--- src/rtl/spi_poll_ctrl_if.sv ---
// spi_poll_ctrl_if -- bundle of the SPI poller's control and bus signals.
//   enable      : keep polling while high
//   miso        : shared slave data line
//   spi_clk     : serial clock, idles low
//   spi_cs      : per-slave active-low selects
//   frame_data  : last captured 75-bit frame, bit 0 received first
//   frame_slv   : slave index that sourced frame_data
//   frame_valid : one-cycle pulse marking new frame_data
//   frame_err   : trailer error, qualified by frame_valid
//   busy        : controller is not idle
// master = poll controller, slave = environment (slaves + consumer).
interface spi_poll_ctrl_if #(
    parameter int unsigned NUM_SLV = 4
) ();
    logic               enable;
    logic               miso;
    logic               spi_clk;
    logic [NUM_SLV-1:0] spi_cs;
    logic [74:0]        frame_data;
    logic [2:0]         frame_slv;
    logic               frame_valid;
    logic               frame_err;
    logic               busy;

    modport master (
        input  enable, miso,
        output spi_clk, spi_cs, frame_data, frame_slv, frame_valid, frame_err, busy
    );

    modport slave (
        output enable, miso,
        input  spi_clk, spi_cs, frame_data, frame_slv, frame_valid, frame_err, busy
    );
endinterface

--- src/rtl/spi_poll_ctrl.sv ---
// spi_poll_ctrl -- round-robin poller of NUM_SLV interlock CPLD slaves over SPI.
// Each frame is 80 spi_clk periods; bits 0-74 are captured, bits 75-79 form a
// trailer that must read all zero. A GAP_CYC idle gap separates frames.
// Ports:
//   pclk_50M : system clock (sole clock)
//   rst_n    : synchronous active-low reset
//   bus      : spi_poll_ctrl_if master modport (enable, miso, spi_clk, spi_cs,
//              frame_data, frame_slv, frame_valid, frame_err, busy)
module spi_poll_ctrl #(
    parameter int unsigned NUM_SLV  = 4,
    parameter int unsigned HALF_DIV = 5,
    parameter int unsigned GAP_CYC  = 1000
) (
    input  logic          pclk_50M,
    input  logic          rst_n,
    spi_poll_ctrl_if.master bus
);

    typedef enum logic [2:0] {
        ST_IDLE,
        ST_SETUP,
        ST_SHIFT,
        ST_HOLD,
        ST_GAP
    } state_t;

    localparam int unsigned   GAP_W    = (GAP_CYC > 1) ? $clog2(GAP_CYC) : 1;
    localparam logic [7:0]    DIV_LAST = 8'(HALF_DIV - 1);
    localparam logic [GAP_W-1:0] GAP_LAST = GAP_W'(GAP_CYC - 1);
    localparam logic [6:0]    BIT_LAST = 7'd79;
    localparam logic [6:0]    NUM_DATA = 7'd75;
    localparam logic [2:0]    SLV_LAST = 3'(NUM_SLV - 1);

    state_t             state_q, state_d;
    logic [7:0]         div_q, div_d;
    logic [6:0]         bit_q, bit_d;
    logic [GAP_W-1:0]   gap_q, gap_d;
    logic [2:0]         slv_q, slv_d;
    logic               sclk_q, sclk_d;
    logic [74:0]        shreg_q, shreg_d;
    logic               terr_q, terr_d;
    logic [74:0]        fdata_q, fdata_d;
    logic [2:0]         fslv_q, fslv_d;
    logic               ferr_q, ferr_d;
    logic               fvalid_q, fvalid_d;
    logic [NUM_SLV-1:0] cs_n;

    always_ff @(posedge pclk_50M) begin
        if (!rst_n) begin
            state_q  <= ST_IDLE;
            div_q    <= '0;
            bit_q    <= '0;
            gap_q    <= '0;
            slv_q    <= '0;
            sclk_q   <= 1'b0;
            shreg_q  <= '0;
            terr_q   <= 1'b0;
            fdata_q  <= '0;
            fslv_q   <= '0;
            ferr_q   <= 1'b0;
            fvalid_q <= 1'b0;
        end else begin
            state_q  <= state_d;
            div_q    <= div_d;
            bit_q    <= bit_d;
            gap_q    <= gap_d;
            slv_q    <= slv_d;
            sclk_q   <= sclk_d;
            shreg_q  <= shreg_d;
            terr_q   <= terr_d;
            fdata_q  <= fdata_d;
            fslv_q   <= fslv_d;
            ferr_q   <= ferr_d;
            fvalid_q <= fvalid_d;
        end
    end

    always_comb begin
        state_d  = state_q;
        div_d    = div_q;
        bit_d    = bit_q;
        gap_d    = gap_q;
        slv_d    = slv_q;
        sclk_d   = sclk_q;
        shreg_d  = shreg_q;
        terr_d   = terr_q;
        fdata_d  = fdata_q;
        fslv_d   = fslv_q;
        ferr_d   = ferr_q;
        fvalid_d = 1'b0;

        unique case (state_q)
            ST_IDLE: begin
                div_d  = '0;
                bit_d  = '0;
                sclk_d = 1'b0;
                if (bus.enable) begin
                    state_d = ST_SETUP;
                end
            end

            ST_SETUP: begin
                if (div_q == DIV_LAST) begin
                    div_d   = '0;
                    bit_d   = '0;
                    terr_d  = 1'b0;
                    state_d = ST_SHIFT;
                end else begin
                    div_d = div_q + 8'd1;
                end
            end

            ST_SHIFT: begin
                if (div_q == DIV_LAST) begin
                    div_d  = '0;
                    sclk_d = ~sclk_q;
                    // Sample on the cycle spi_clk drops: the slave launched the
                    // bit on the preceding rising edge, so it is mid-eye here.
                    if (sclk_q) begin
                        if (bit_q < NUM_DATA) begin
                            shreg_d = {bus.miso, shreg_q[74:1]};
                        end else begin
                            terr_d = terr_q | bus.miso;
                        end
                        bit_d = bit_q + 7'd1;
                        if (bit_q == BIT_LAST) begin
                            state_d = ST_HOLD;
                        end
                    end
                end else begin
                    div_d = div_q + 8'd1;
                end
            end

            ST_HOLD: begin
                if (div_q == DIV_LAST) begin
                    div_d    = '0;
                    gap_d    = '0;
                    fvalid_d = 1'b1;
                    fdata_d  = shreg_q;
                    fslv_d   = slv_q;
                    ferr_d   = terr_q;
                    slv_d    = (slv_q == SLV_LAST) ? 3'd0 : slv_q + 3'd1;
                    state_d  = ST_GAP;
                end else begin
                    div_d = div_q + 8'd1;
                end
            end

            ST_GAP: begin
                if (gap_q == GAP_LAST) begin
                    gap_d   = '0;
                    state_d = bus.enable ? ST_SETUP : ST_IDLE;
                end else begin
                    gap_d = gap_q + 1'b1;
                end
            end

            default: begin
                state_d = ST_IDLE;
            end
        endcase
    end

    // Only the current slave's select is driven low, and only while a frame
    // is in flight, so at most one select can ever be active.
    always_comb begin
        cs_n = '1;
        if (state_q == ST_SETUP || state_q == ST_SHIFT || state_q == ST_HOLD) begin
            for (int unsigned i = 0; i < NUM_SLV; i++) begin
                if (slv_q == 3'(i)) begin
                    cs_n[i] = 1'b0;
                end
            end
        end
    end

    assign bus.spi_clk     = sclk_q;
    assign bus.spi_cs      = cs_n;
    assign bus.frame_data  = fdata_q;
    assign bus.frame_slv   = fslv_q;
    assign bus.frame_valid = fvalid_q;
    assign bus.frame_err   = ferr_q;
    assign bus.busy        = (state_q != ST_IDLE);

endmodule

--- src/flat_wrapper.sv ---
// flat-port wrapper written by rule: the top's interface ports become plain ports
module spi_poll_ctrl_flat 
#(
    parameter int unsigned NUM_SLV  = 4,
    parameter int unsigned HALF_DIV = 5,
    parameter int unsigned GAP_CYC  = 1000
)
  (pclk_50M, rst_n, bus_enable, bus_miso, bus_spi_clk, bus_spi_cs, bus_frame_data, bus_frame_slv, bus_frame_valid, bus_frame_err, bus_busy);
  spi_poll_ctrl_if #(.NUM_SLV(NUM_SLV)) bus_i ();
  input  logic pclk_50M;
  input  logic rst_n;
  input wire logic [$bits(bus_i.enable)-1:0] bus_enable;
  input wire logic [$bits(bus_i.miso)-1:0] bus_miso;
  output wire logic [$bits(bus_i.spi_clk)-1:0] bus_spi_clk;
  output wire logic [$bits(bus_i.spi_cs)-1:0] bus_spi_cs;
  output wire logic [$bits(bus_i.frame_data)-1:0] bus_frame_data;
  output wire logic [$bits(bus_i.frame_slv)-1:0] bus_frame_slv;
  output wire logic [$bits(bus_i.frame_valid)-1:0] bus_frame_valid;
  output wire logic [$bits(bus_i.frame_err)-1:0] bus_frame_err;
  output wire logic [$bits(bus_i.busy)-1:0] bus_busy;
  assign bus_i.enable = bus_enable;
  assign bus_i.miso = bus_miso;
  assign bus_spi_clk = bus_i.spi_clk;
  assign bus_spi_cs = bus_i.spi_cs;
  assign bus_frame_data = bus_i.frame_data;
  assign bus_frame_slv = bus_i.frame_slv;
  assign bus_frame_valid = bus_i.frame_valid;
  assign bus_frame_err = bus_i.frame_err;
  assign bus_busy = bus_i.busy;
  spi_poll_ctrl #(.NUM_SLV(NUM_SLV), .HALF_DIV(HALF_DIV), .GAP_CYC(GAP_CYC)) u_core (.pclk_50M(pclk_50M), .rst_n(rst_n), .bus(bus_i));
endmodule
--- config.mk ---
export PLATFORM = sky130hd
export DESIGN_NAME = spi_poll_ctrl_flat
export DESIGN_NICKNAME = d
export VERILOG_FILES = /design/src/rtl/spi_poll_ctrl_if.sv /design/src/rtl/spi_poll_ctrl.sv /design/src/flat_wrapper.sv
export SDC_FILE = /design/constraint.sdc
export NUM_CORES = 1
export LEC_CHECK = 0
export ABC_AREA = 1
export CAP_MARGIN = 0
export CORE_MARGIN = 1
export CORE_UTILIZATION = 41
export DETAILED_ROUTE_END_ITERATION = 8
export GPL_ROUTABILITY_DRIVEN = 0
export PLACE_DENSITY = 0.66
export RECOVER_POWER = 100
export REMOVE_ABC_BUFFERS = 1
export SYNTH_ARGS = -nofsm -noshare
export SYNTH_HDL_FRONTEND = slang
export SYNTH_SLANG_ARGS = --single-unit
export TNS_END_PERCENT = 30
--- constraint.sdc ---
create_clock -name pclk_50M -period 1.7 [get_ports pclk_50M]
set_input_delay 0.34 -clock pclk_50M [delete_from_list [all_inputs] [get_ports pclk_50M]]
set_output_delay 0.34 -clock pclk_50M [all_outputs]
set_load 0.1 [all_outputs]
==> impl_metrics.py <==
metrics = {
    "timing": {
        "relSlewSlack_pct": 64.0,
        "fmaxAchievable_mhz": 572,
        "max_slew_violation_count": 0,
        "final_min_period_over_clock_period_pct": 103,
        "post-route-worst-setup-slack_ns": -0.0492,
        "finClkSkew_ns": 0.0133,
        "final.hold.worst_slack_ns": 0.281,
        "finalSetupViolations": 37,
        "tightest_slew_ns": 0.542,
        "final_period_minus_worst_setup_slack_ns": 1.75,
        "setup_repair_after_global_routing_missed_its_margin": "true",
        "hold_viol_final": 0,
    },
    "clocking": {
        "worst_setup_hold_path_clk_slew_ns": 0.06,
        "tritoncts": "done",
        "cts-buffers-inserted": 17,
        "htree_num_levels": 4,
        "cts.root.buffer_cell": "clkbuf_16",
        "cts-root-to-sink-buffers": 2,
        "numClockSinks": 188,
        "holdBufCountCts": 0,
        "clk-insertion-delay-late_ns": 0.43,
    },
    "hold_path": {
        "hold_class": "in2reg",
        "whs_path_depth": 3,
    },
    "synth": {
        "synth.top_cells.by_area": "dfxtp_1 51%, nor2_1 14%, o21ai_0 8.0%",
        "synth_area_um2": 7370,
        "synth_compound_area_share_pct": 13.7,
        "synth-xor-area-share_pct": 0.475,
        "synth_cell_types": 29,
        "yosys.area.top_type_share_pct": 51.0,
        "synth_simple_gate_area_share_pct": 27.0,
        "synth.avg_cell_area_um2": 7.57,
        "post-synth-top-area-cell": "dfxtp_1",
        "synth-warning-count": 0,
        "synth_top_family_by_area": "simple AND/OR/NAND/NOR gates",
        "post_synth_inst_count": 974,
        "synth_seq_area_share_pct": 51.0,
        "synth-seq-cells": 188,
        "share_of_synthesized_area_spent_on_multiplexers_pct": 0,
        "yosys.area_share.adder_pct": 1.36,
    },
    "finish": {
        "nFillCells": 1660,
        "nNetsFinal": 1091,
        "antennaDiodeCount": 0,
        "drive_gt1_share_pct": 19.4,
        "seqCellArea_um2": 3780,
        "stdcell_area_um2": 9280,
        "finalNonFillerCells": 1315,
        "layout-area-overhead-vs-synth_pct": 25.8,
        "layout.cells.most_common_list": "270 x nor2_1, 182 x dfxtp_1, 112 x o21ai_0",
        "mostFrequentLayoutCell": "nor2_1",
        "multi_input_comb_area_um2": 3220,
    },
    "place": {
        "detailed_place.area_um2": 9480,
        "pre_cts_ws_ns": -0.0560,
        "dpl.cell_count": 1264,
        "dp_hpwl_um": 10600,
        "portBuffers": 89,
    },
    "floorplan": {
        "die_area_um2": 18500,
        "die_width_um": 136,
        "ios": 90,
        "std_cell_rows": 48,
        "initial_utilization_pct": 42.3,
        "die_h_um": 136,
        "floorplan.core_area_um2": 17400,
    },
    "global_route": {
        "grt_util_all_layers_pct": 18.9,
        "grt_overflow_total": 0,
        "grt_max_degree": 96,
        "number_of_global_route_vias_before_repair": 5864,
        "antenna_violations_before_repair": 0,
        "first_pass_grt_wire_length_um": 28100,
    },
    "setup_path": {
        "path_delay_family": "simple AND/OR/NAND/NOR gates",
        "cp.buffers_inverters": 4,
        "worst_path_largest_cell_delay_ns": 0.35,
        "slowest_stage": "dfxtp_4",
        "critPathRequiredTime_ns": 2.05,
        "critical_path.endpoint_type": "flop",
        "cp_data_arrival_time_ns": 2.10,
        "criticalPathCategory": "reg2reg",
        "critical_path.cell_chain": "buf_4 -> nor2_4 -> nand2_4 -> clkinv_2 -> nand2_4 -> nor2_4 -> buf_12 -> clkbuf_16 -> o21ai_1 -> nor2_1",
        "timing.critical_path.depth": 10,
        "worst_setup_path_start_kind": "flop",
        "crit_path_max_fanout": 8,
        "reg2reg_depth": 10,
    },
    "job": {
        "timing.max_cap.violations": 0,
    },
    "route": {
        "drt-initial-drc-count": 399,
        "drtAntennaViolNets": 0,
        "vias_per_cell": 5.09,
        "drtPass1Iterations": 5,
        "wl_um": 18400,
        "vias": 6693,
        "drcViolationCount": 0,
        "wl_per_cell_um": 14.0,
    },
    "pwr": {
        "p_total_uw": 10600,
        "power-per-cell-area_nw_per_um2": 1140,
        "ir_drop_uv": 1080,
        "cellLeakagePower_uw": 0.00390,
    },
    "run_status": {
        "run_status": "finished with violations",
        "failing_checks": "setup timing",
    },
}
## worst min-delay path: stages
cell     delay [ns]
buf_4          0.19
o21ai_0        0.09
nor2_1         0.04
## final cells by class
cell class              count  area share, %
repair buffers            147           13.7
multi-input cells         685           34.7
inverters                  40           1.71
clock buffers              19           4.77
well taps                 225           3.03
clock inverters            11           1.32
flip-flops and latches    188           40.7
## layer usage
metal  GRT usage, %  part of all wire (%)  vias to the layer above
li1               -                     -                     3397
met1           25.7                    48                     3118
met2           29.7                    46                      166
met3           3.99                   4.6                       12
met4           5.62                  0.91                        0
met5              0                     0                        -
## cell usage after synthesis (all sizes together)
| master | number |
|---|---|
| nor2 | 280 |
| dfxtp | 188 |
| o21ai | 170 |
| nor3 | 85 |
| nand2 | 79 |
| inv | 39 |
| buf | 36 |
| a21oi | 27 |
| clkbuf | 25 |
| nand3 | 21 |
| ha | 8 |
| nand4 | 5 |
| nand3b | 3 |
| xor2 | 3 |
| a21o | 1 |
| clkinv | 1 |
| o211ai | 1 |
| o21bai | 1 |
| xnor2 | 1 |
## worst paths after layout
check                                          startpoint                        end  slack (ns)
worst max-delay path                    u_core.state_q[0]         u_core.shreg_q[52]       -0.05
worst max register to register          u_core.state_q[0]         u_core.shreg_q[52]       -0.05
worst min register to register  u_core.bus.frame_data[29]  u_core.bus.frame_data[29]        0.48
worst min-delay path                                rst_n  u_core.bus.frame_data[11]        0.28
## stage by stage
stage / utilization, % / TNS, ns
after floorplan: - / -210.01
after global placement: 54.5 / -0.0335
after detailed placement: 54.5 / -0.373
after CTS: 58.5 / -0.0528
after global routing: 53.3 / -4.62
final: 53.3 / -0.738
## flip-flops by register name, summed over array words and instances (netlist names)
signal                  count
u_core.div_q                8
u_core.bus.spi_clk          1
u_core.bus.frame_valid      1
u_core.state_q              3
u_core.shreg_q             75
u_core.slv_q                3
u_core.bus.frame_data      75
u_core.terr_q               1
u_core.bus.frame_slv        3
u_core.bus.frame_err        1
u_core.gap_q               10
u_core.bit_q                7
## power breakdown
| group | switching [uW] | total (uW) | internal (uW) |
|---|---|---|---|
| logic | 1380 | 2160 | 782 |
| registers | 66.7 | 4560 | 4490 |
| clock network | 1660 | 3850 | 2190 |
## kinds of logic (layout without fill, tap and decap cells)
group / after synthesis / in the layout
and+or+nand+nor: 473 / 473
AOI/OAI and AO/OA: 200 / 200
DFF: 188 / 188
buffers and inverters: 101 / 217
adders and majority gates: 8 / 8
xor gates and xnor gates: 4 / 4
## what timing repair did
item	in CTS	in global routing
cloned	1	8
pin swaps	3	12
setup buffers	6	6
gates resized for setup	24	25
setup endpoints to repair	97	160
No activity file was read; power rests on OpenSTA's default activity.
